===== src/rtl/score_display_ctrl.sv =====
// Shares one external bin2bcd between both player scores and
// scans the latched BCD digits onto a 4-digit 7-segment display.
module score_display_ctrl #(
  parameter int SETTLE_CYCLES = 1,
  parameter int REFRESH_DIV   = 100000,
  parameter bit BLANK_LZ      = 1'b1
) (
  input  logic       clk,
  input  logic       rst,
  input  logic [3:0] score_l,
  input  logic [3:0] score_r,
  output logic [3:0] conv_bin,
  input  logic [3:0] conv_bcd0,
  input  logic [3:0] conv_bcd1,
  output logic [3:0] digit_bcd,
  output logic [3:0] an,
  output logic       busy,
  output logic       upd_done
);

  typedef enum logic [1:0] {
    IDLE,
    LOAD,
    SETTLE,
    CAPT
  } state_t;

  localparam int SW = (SETTLE_CYCLES > 1) ?
                      $clog2(SETTLE_CYCLES) : 1;
  localparam int CW = $clog2(REFRESH_DIV);

  state_t state, state_nxt;

  logic [SW-1:0]   scnt;
  logic [3:0]      shadow_l;
  logic [3:0]      shadow_r;
  logic [3:0]      snap;
  logic            sel;
  logic            last_srv;
  logic [3:0][3:0] dig;
  logic [CW-1:0]   cnt;
  logic [1:0]      idx;

  logic pend_l;
  logic pend_r;
  logic pick_r;
  logic blank;

  // sel / last_srv: 1 = right player, 0 = left player
  always_comb begin
    pend_l = (score_l != shadow_l);
    pend_r = (score_r != shadow_r);
    pick_r = pend_r && !(pend_l && last_srv);
  end

  always_comb begin
    state_nxt = state;
    unique case (state)
      IDLE:
        if (pend_l || pend_r) state_nxt = LOAD;
      LOAD:
        state_nxt = SETTLE;
      SETTLE:
        if (scnt == SW'(SETTLE_CYCLES - 1))
          state_nxt = CAPT;
      CAPT:
        state_nxt = IDLE;
      default:
        state_nxt = IDLE;
    endcase
  end

  assign busy = (state != IDLE);

  always_ff @(posedge clk or posedge rst) begin
    if (rst) begin
      state    <= IDLE;
      conv_bin <= '0;
      snap     <= '0;
      sel      <= 1'b0;
      last_srv <= 1'b1;
      shadow_l <= '0;
      shadow_r <= '0;
      dig      <= '0;
      scnt     <= '0;
      upd_done <= 1'b0;
    end else begin
      state    <= state_nxt;
      upd_done <= 1'b0;
      unique case (state)
        IDLE: begin
          if (pend_l || pend_r) begin
            conv_bin <= pick_r ? score_r : score_l;
            snap     <= pick_r ? score_r : score_l;
            sel      <= pick_r;
            scnt     <= '0;
          end
        end
        SETTLE:
          scnt <= scnt + 1'b1;
        CAPT: begin
          if (sel) begin
            dig[1]   <= conv_bcd1;
            dig[0]   <= conv_bcd0;
            shadow_r <= snap;
          end else begin
            dig[3]   <= conv_bcd1;
            dig[2]   <= conv_bcd0;
            shadow_l <= snap;
          end
          last_srv <= sel;
          upd_done <= 1'b1;
        end
        default: ;
      endcase
    end
  end

  // odd indices are tens digits
  assign blank = BLANK_LZ && idx[0] && (dig[idx] == 4'd0);

  always_ff @(posedge clk or posedge rst) begin
    if (rst) begin
      cnt       <= '0;
      idx       <= '0;
      an        <= 4'b1111;
      digit_bcd <= '0;
    end else begin
      if (cnt == CW'(REFRESH_DIV - 1)) begin
        cnt <= '0;
        idx <= idx + 2'd1;
      end else begin
        cnt <= cnt + 1'b1;
      end
      digit_bcd <= dig[idx];
      an        <= blank ? 4'b1111 : ~(4'b0001 << idx);
    end
  end

endmodule


===== config.mk =====
export PLATFORM = sky130hd
export DESIGN_NAME = score_display_ctrl
export DESIGN_NICKNAME = d
export VERILOG_FILES = /design/src/rtl/score_display_ctrl.sv
export SDC_FILE = /design/constraint.sdc
export NUM_CORES = 1
export LEC_CHECK = 0
export CAP_MARGIN = 15
export CORE_MARGIN = 2
export CORE_UTILIZATION = 50
export DETAILED_ROUTE_END_ITERATION = 6
export PLACE_DENSITY = 0.73
export SLEW_MARGIN = 20
export SYNTH_ARGS = -nofsm -noshare
export SYNTH_HDL_FRONTEND = slang
export SYNTH_SLANG_ARGS = --single-unit

===== constraint.sdc =====
create_clock -name clk -period 2 [get_ports clk]
set_input_delay 0.6 -clock clk [delete_from_list [all_inputs] [get_ports clk]]
set_output_delay 0.6 -clock clk [all_outputs]
set_load 0.02 [all_outputs]

==> results of run 1 <==
[where the power goes]
group	switching, mW	internal (mW)	leakage [nW]
combinational	0.645	0.877	0.677
sequential	0.230	1.64	0.733
clock	0.464	0.771	0.110
[layout by cell type (no fill, tap or decap), types with 7 or more instances in the layout]
master / n
buf_4: 10
clkbuf_8: 11
clkdlybuf4s50_1: 22
dfrtp_1: 56
ha_1: 9
inv_1: 9
mux2_2: 25
nand2_1: 7
nor2_1: 15
xnor2_1: 11
xor2_1: 13
[logic make-up after synthesis]
kind of cell,Yosys count
and+or+nand+nor,52
DFF,61
adders and majority gates,9
muxes,36
xor gates and xnor gates,24
buffers and inverters,16
AOI/OAI and AO/OA,12
[registers in the layout, summed over array words and instances (netlist names), 2 cells and up]
register   cells
an             4
snap           4
shadow_l       4
state          2
shadow_r       4
dig           16
idx            2
digit_bcd      4
cnt           17
[stage by stage]
stage	instance area [um2]	hold slack [ns]	cells	util [%]
after floorplan	2728	0.4524	210	-
after global placement	3222	0.4812	317	62.29
after detailed placement	3222	0.4864	317	62.29
after CTS	3443	0.4963	333	66.57
after global routing	3456	0.5160	334	66.81
final	3456	0.4921	334	66.81
[path summary, 6_finish.rpt]
path,start,endpoint,slack (ns),cells past startpoint
worst max register to register,cnt[12]$_DFF_PP0_,idx[1]$_DFFE_PP0N_,0.30,5
worst min register to register,cnt[0]$_DFF_PP0_,cnt[0]$_DFF_PP0_,0.49,1
worst max-delay path,snap[0]$_DFFE_PP0P_,conv_bin[0],0.06,1
min in group asynchronous,rst,shadow_l[1]$_DFFE_PP0P_,0.59,2
worst min-delay path,cnt[0]$_DFF_PP0_,cnt[0]$_DFF_PP0_,0.49,1
max in group asynchronous,rst,last_srv$_DFFE_PP1N_,0.90,3
[layout make-up]
| class | instances | area, um2 | share of cell area, % |
|---|---|---|---|
| sequential | 61 | 1533 | 44.35 |
| multi-input combinational | 133 | 1122 | 32.48 |
| timing repair buffer | 44 | 445.4 | 12.89 |
| clock buffer | 13 | 158.9 | 4.598 |
| tap | 70 | 87.58 | 2.534 |
| clock inverter | 3 | 67.56 | 1.955 |
| inverter | 10 | 41.29 | 1.195 |
[repair_timing]
| action | CTS | global route |
|---|---|---|
| setup buffers | 0 | 1 |
| hold buffers | 0 | 0 |
| pin swaps | 0 | 3 |
| gates resized for setup | 6 | 6 |
| endpoints found under the setup margin | 5 | 10 |
[routing by layer]
metal	vias up	share of wire [%]	track usage [%]
li1	822	-	-
met1	818	45	21.61
met5	-	0	0
met2	39	48	28.19
met4	0	2.6	11.25
met3	12	4.2	4.419
==> summary.md, run 1 <==
| Metric | Value |
|---|---|
| Unique cell type count in the Yosys netlist | `37` |
| Fillcell total | `393` |
| I/O Pins | `32` |
| Port bufs | `31` |
| Mapped Cells | `210` |
| Compound-Gate Fraction of Synth Area | `3.032%` |
| Die Wd | `77.81 um` |
| Mean post-synth cell area | `12.97 um2` |
| Simple-gate share of the synthesized area | `10.34%` |
| Fin worst setup slack | `0.05732 ns` |
| CP Data Arrival Time | `1.34 ns` |
| CP required | `1.40 ns` |
| Post-Syn Nets | `237` |
| Average via count per standard cell | `5.063` |
| Most frequent cell after synthesis | `dfrtp_1` |
| Worst-case clock skew | `0.005231 ns` |
| Remaining DRCs | `0` |
| Antenna violations before repair | `0` |
| Critical path's largest stage delay | `0.62 ns` |
| Synthesis-stage register bit count | `61` |
| Clock Root Buffer | `clkbuf_8` |
| Post-synthesis mux area share | `15.99%` |
| CP bufs+invs | `1` |
| Setup Viol. Count Final | `0` |
| Detailed Route WL | `4662 um` |
| Clock-pin slew on the worst setup and hold paths | `0.07 ns` |
| Post-synth top flop | `dfrtp_1` |
| Worst VDD drop | `0.0007694 V` |
| Synth area leader | `dfrtp_1` |
| HPWL after DPL | `3285 um` |
| HP Class | `reg -> reg` |
| WL/cell | `13.96 um` |
| Max Cap Viol | `0` |
| Commonest cells post-synth | `dfrtp_1 (56), mux2_2 (25), nor2_1 (15)` |
| # diodes | `0` |
| Clk Latency, worst-skew pair | `0.34 ns` |
| Sequential fraction of the synthesis area | `56.27%` |
| WS Path Type | `reg -> out` |
| Post-synthesis adder-cell area fraction | `4.134%` |
| Share of synthesized registers carrying an async set or reset | `100.0%` |
| Slowest cell on crit path | `clkdlybuf4s50_1` |
| Tightest Pin Transition | `0.3931 ns` |
| Die Y | `77.81 um` |
| Cell Pwr Density | `1339 nW/um2` |
| RSZ-0062 raised after global routing | `true` |
| Initial Util | `52.66%` |
| Fmax achieved | `514.8 MHz` |
| Slew headroom | `73.79%` |
| Post-synth top area share | `51.45%` |
| EDFF count, synth | `0` |
| Tot Pwr | `4.629 mW` |
| Worst Setup Start Kind | `flop` |
| Place WS | `-0.3402 ns` |
| Largest family of logic cells by synthesized area | `multiplexers` |
| Synth area leaders | `dfrtp_1 (51%), mux2_2 (10%), dfstp_2 (4.8%), xor2_1 (4.2%), ha_1 (4.1%)` |
| Final nets | `286` |
| Clock Sinks | `61` |
| Final max-slew violation count | `0` |
| GPL Wtd Cong | `0.7548` |
| Synth warnings | `0` |
| Crit-path max FO | `4` |
| First-pass GRT wire length | `8162 um` |
| CTS H-tree lvls | `3` |
| Cts bufs inserted | `9` |
| Fin crit period | `1.943 ns` |
| Xor/xnor cell area share of the yosys netlist | `7.717%` |
| Leak pwr | `1.520 nW` |
| Area grow syn2layout | `26.87%` |
| Status | `complete, no violations` |
| Ratio of cells with drive above 1 in the final layout | `25.76%` |
| # rows | `26` |
| Setup_tns | `0 ns` |
| Clk buf depth | `2` |
| CTS tree | `built` |
| Via count | `1691` |
| Fin crit share | `97.13%` |
| Vias in the first global route | `1788` |
| Largest net degree at the start of global routing | `31` |
| Mapped Area | `2724 um2` |
| Post-DRT Antenna Nets | `0` |
| Drt first pass iters | `4` |
| Crit-path cells | `clkdlybuf4s50_1` |
| Initial DRC Count | `77` |
| GRT Overall Usage | `17.76%` |
| Grt ovf | `0` |
| Die area | `6054 um2` |
| Placeable Area | `5172 um2` |
| Critical Path End Type | `output pin` |
| Crit-path leading delay family | `buffers and inverters` |
| Hold Vio Cnt, Final | `0` |
Power figures use the tool's default switching activity.
==> inputs of run 2 (changes only) <==
--- a/config.mk
+++ b/config.mk
@@ -7,9 +7,10 @@
 export LEC_CHECK = 0
 export CAP_MARGIN = 15
 export CORE_MARGIN = 2
-export CORE_UTILIZATION = 50
+export CORE_UTILIZATION = 52
+export CTS_BUF_LIST = sky130_fd_sc_hd__clkbuf_8
 export DETAILED_ROUTE_END_ITERATION = 6
-export PLACE_DENSITY = 0.73
+export PLACE_DENSITY = 0.76
 export SLEW_MARGIN = 20
 export SYNTH_ARGS = -nofsm -noshare
 export SYNTH_HDL_FRONTEND = slang
==> summary.md, run 2 (synthesis gave the netlist of run 1 again) <==
| Metric | Value |
|---|---|
| Status | `complete, no violations (unchanged)` |
| Via count | `1710 (was 1691)` |
| Met2 Resource Use GR | `26.02% (was 28.19%)` |
| Place WS | `-0.3576 ns (was -0.3402 ns)` |
| Detailed Route WL | `4584 um (was 4662 um)` |
| Clock-pin slew on the worst setup and hold paths | `0.06 ns (was 0.07 ns)` |
| Clk Latency, worst-skew pair | `0.33 ns (was 0.34 ns)` |
| Fmax achieved | `505.6 MHz (was 514.8 MHz)` |
| CTS tree | `built (unchanged)` |
| Tightest Pin Transition | `0.4119 ns (was 0.3931 ns)` |
| Post-place instance area | `3197 um2 (was 3222 um2)` |
| CTS H-tree lvls | `3 (unchanged)` |
| Cts bufs inserted | `9 (unchanged)` |
| Met3 Usage GRT | `3.673% (was 4.419%)` |
| Slowest cell on crit path | `clkdlybuf4s50_1 (unchanged)` |
| Antenna violations before repair | `0 (unchanged)` |
| I/O Pins | `32 (unchanged)` |
| Tot Pwr | `4.455 mW (was 4.629 mW)` |
| Top reg by flops | `cnt (unchanged)` |
| Commonest non-fill, non-tap cells in the layout | `dfrtp_1 (56), clkdlybuf4s50_1 (26), mux2_2 (25) (was dfrtp_1 (56), mux2_2 (25), clkdlybuf4s50_1 (22))` |
| Initial Util | `53.67% (was 52.66%)` |
| Max Cap Viol | `0 (unchanged)` |
| Worst Setup Start Kind | `primary input (was flop)` |
| Largest net degree at the start of global routing | `25 (was 31)` |
| Fin crit share | `98.90% (was 97.13%)` |
| HP Class | `reg -> reg (unchanged)` |
| Hold Vio Cnt, Final | `0 (unchanged)` |
| Placed Cells incl. Taps | `317 (unchanged)` |
| Most common cell after layout, fill and taps aside | `dfrtp_1 (unchanged)` |
| Placeable Area | `5075 um2 (was 5172 um2)` |
| Final cell count without fillers | `335 (was 334)` |
| Area of the multi-input gates | `1141 um2 (was 1122 um2)` |
| Port bufs | `31 (unchanged)` |
| Average via count per standard cell | `5.104 (was 5.063)` |
| Largest register FFs | `17 (unchanged)` |
| # rows | `26 (unchanged)` |
| # diodes | `0 (unchanged)` |
| CP required | `2.21 ns (was 1.40 ns)` |
| Clock Sinks | `61 (unchanged)` |
| Crit-path leading delay family | `buffers and inverters (unchanged)` |
| CP Data Arrival Time | `2.18 ns (was 1.34 ns)` |
| Remaining DRCs | `0 (unchanged)` |
| Grt ovf | `0 (unchanged)` |
| Fin worst setup slack | `0.02207 ns (was 0.05732 ns)` |
| Ratio of cells with drive above 1 in the final layout | `25.66% (was 25.76%)` |
| Register area | `1533 um2 (unchanged)` |
| Top Registers | `cnt: 17 flops, dig: 16 flops (unchanged)` |
| GPL Wtd Cong | `0.7883 (was 0.7548)` |
| Slew headroom | `72.54% (was 73.79%)` |
| Critical Path End Type | `flop (was output pin)` |
| Final max-slew violation count | `0 (unchanged)` |
| Initial DRC Count | `80 (was 77)` |
| Post-DRT Antenna Nets | `0 (unchanged)` |
| Reg-to-reg setup timing slack | `0.19 ns (was 0.30 ns)` |
| Die Y | `76.38 um (was 77.81 um)` |
| WS Path Type | `in -> reg (was reg -> out)` |
| First-pass GRT wire length | `8114 um (was 8162 um)` |
| Fin crit period | `1.978 ns (was 1.943 ns)` |
| Crit-path cells | `clkdlybuf4s50_1 -> xor2_1 -> nor4_4 -> buf_4 -> a21oi_2 -> mux2_2 (was clkdlybuf4s50_1)` |
| Die area | `5833 um2 (was 6054 um2)` |
| Clk buf depth | `2 (unchanged)` |
| Global route hottest layer | `met2 (unchanged)` |
| Area grow syn2layout | `25.13% (was 26.87%)` |
| CP bufs+invs | `2 (was 1)` |
| WL/cell | `13.68 um (was 13.96 um)` |
| Worst VDD drop | `0.0008327 V (was 0.0007694 V)` |
| GRT met1 Usage | `25.16% (was 21.61%)` |
| Fin area | `3408 um2 (was 3456 um2)` |
| GRT Overall Usage | `18.10% (was 17.76%)` |
| Setup Viol. Count Final | `0 (unchanged)` |
| Cell Pwr Density | `1307 nW/um2 (was 1339 nW/um2)` |
| Final nets | `287 (was 286)` |
| Drt first pass iters | `4 (unchanged)` |
| Crit-path max FO | `4 (unchanged)` |
| RSZ-0062 raised after global routing | `true (unchanged)` |
| Worst-case clock skew | `0.01027 ns (was 0.005231 ns)` |
| Clock Root Buffer | `clkbuf_8 (unchanged)` |
| Leak pwr | `1.487 nW (was 1.520 nW)` |
| HPWL after DPL | `3290 um (was 3285 um)` |
| Hold slack | `0.4863 ns (was 0.4921 ns)` |
| Vias in the first global route | `1745 (was 1788)` |
| Critical path's largest stage delay | `0.51 ns (was 0.62 ns)` |
| Die Wd | `76.38 um (was 77.81 um)` |
| Fillcell total | `403 (was 393)` |
[run 2: cell types whose count changed in the layout (fill, tap and decap cells not counted), sizes merged]
cell / delta
clkdlybuf4s50: +4
dlymetal6s2s: -4
inv: +4
clkbuf: -3
buf: +1
bufinv: -1
clkinv: +1
clkinvlp: -1
[run 2: final timing paths]
check | startpoint | to | cells past startpoint
hold reg to reg | cnt[0]$_DFF_PP0_ | cnt[0]$_DFF_PP0_ | 1
setup reg to reg | cnt[12]$_DFF_PP0_ | idx[1]$_DFFE_PP0N_ | 5
min in group asynchronous | rst | state[1]$_DFFE_PP0P_ | 2
setup / recovery | score_l[2] | sel$_DFFE_PP0P_ | 6
hold / removal | cnt[0]$_DFF_PP0_ | cnt[0]$_DFF_PP0_ | 1
max in group asynchronous | rst | an[3]$_DFF_PP1_ | 3
[run 2: area by class of cell]
type | count | area share [%]
Clock buffer | 10 | 4.038
Clock inverter | 6 | 1.468
Inverter | 10 | 1.211
Multi-Input combinational cell | 133 | 33.48
Sequential cell | 61 | 44.97
Tap cell | 70 | 2.570
Timing Repair Buffer | 45 | 12.26
[run 2: worst register-to-register path, stage by stage, from the launching register on]
cell     delay (ns)
dfrtp_1        0.43
nor4b_1        0.41
nand4_1        0.14
nor4_1         0.17
and3_1         0.23
mux2_1         0.32
[run 2: power breakdown]
group | internal [mW] | leakage [nW] | switching, mW
Combinational | 0.891 | 0.643 | 0.677
Clock | 0.589 | 0.111 | 0.431
Sequential | 1.64 | 0.733 | 0.224
Total | 3.12 | 1.49 | 1.33
[run 2: stage by stage]
| step | setup TNS, ns | utilization, % |
|---|---|---|
| finish | 0 | 67.16 |
| global route | -0.09015 | 67.16 |
| CTS | 0 | 66.59 |
| detailed placement | -2.464 | 62.99 |
| global placement | -2.375 | 62.99 |
| floorplan | 0 | - |
[run 2: repair_timing]
action,4_1_cts,5_1_grt
gates resized for setup,7,4
buffers inserted,0,2
setup endpoints to repair,10,7
hold buffers,0,0
endpoints found under the hold margin,0,0
pin swaps,1,2
[run 2: per-layer routing]
layer / share of wire, % / vias to the layer above
met5: 0 / -
met4: 2.9 / 0
met3: 4.1 / 11
met2: 45 / 47
met1: 48 / 830
li1: - / 822
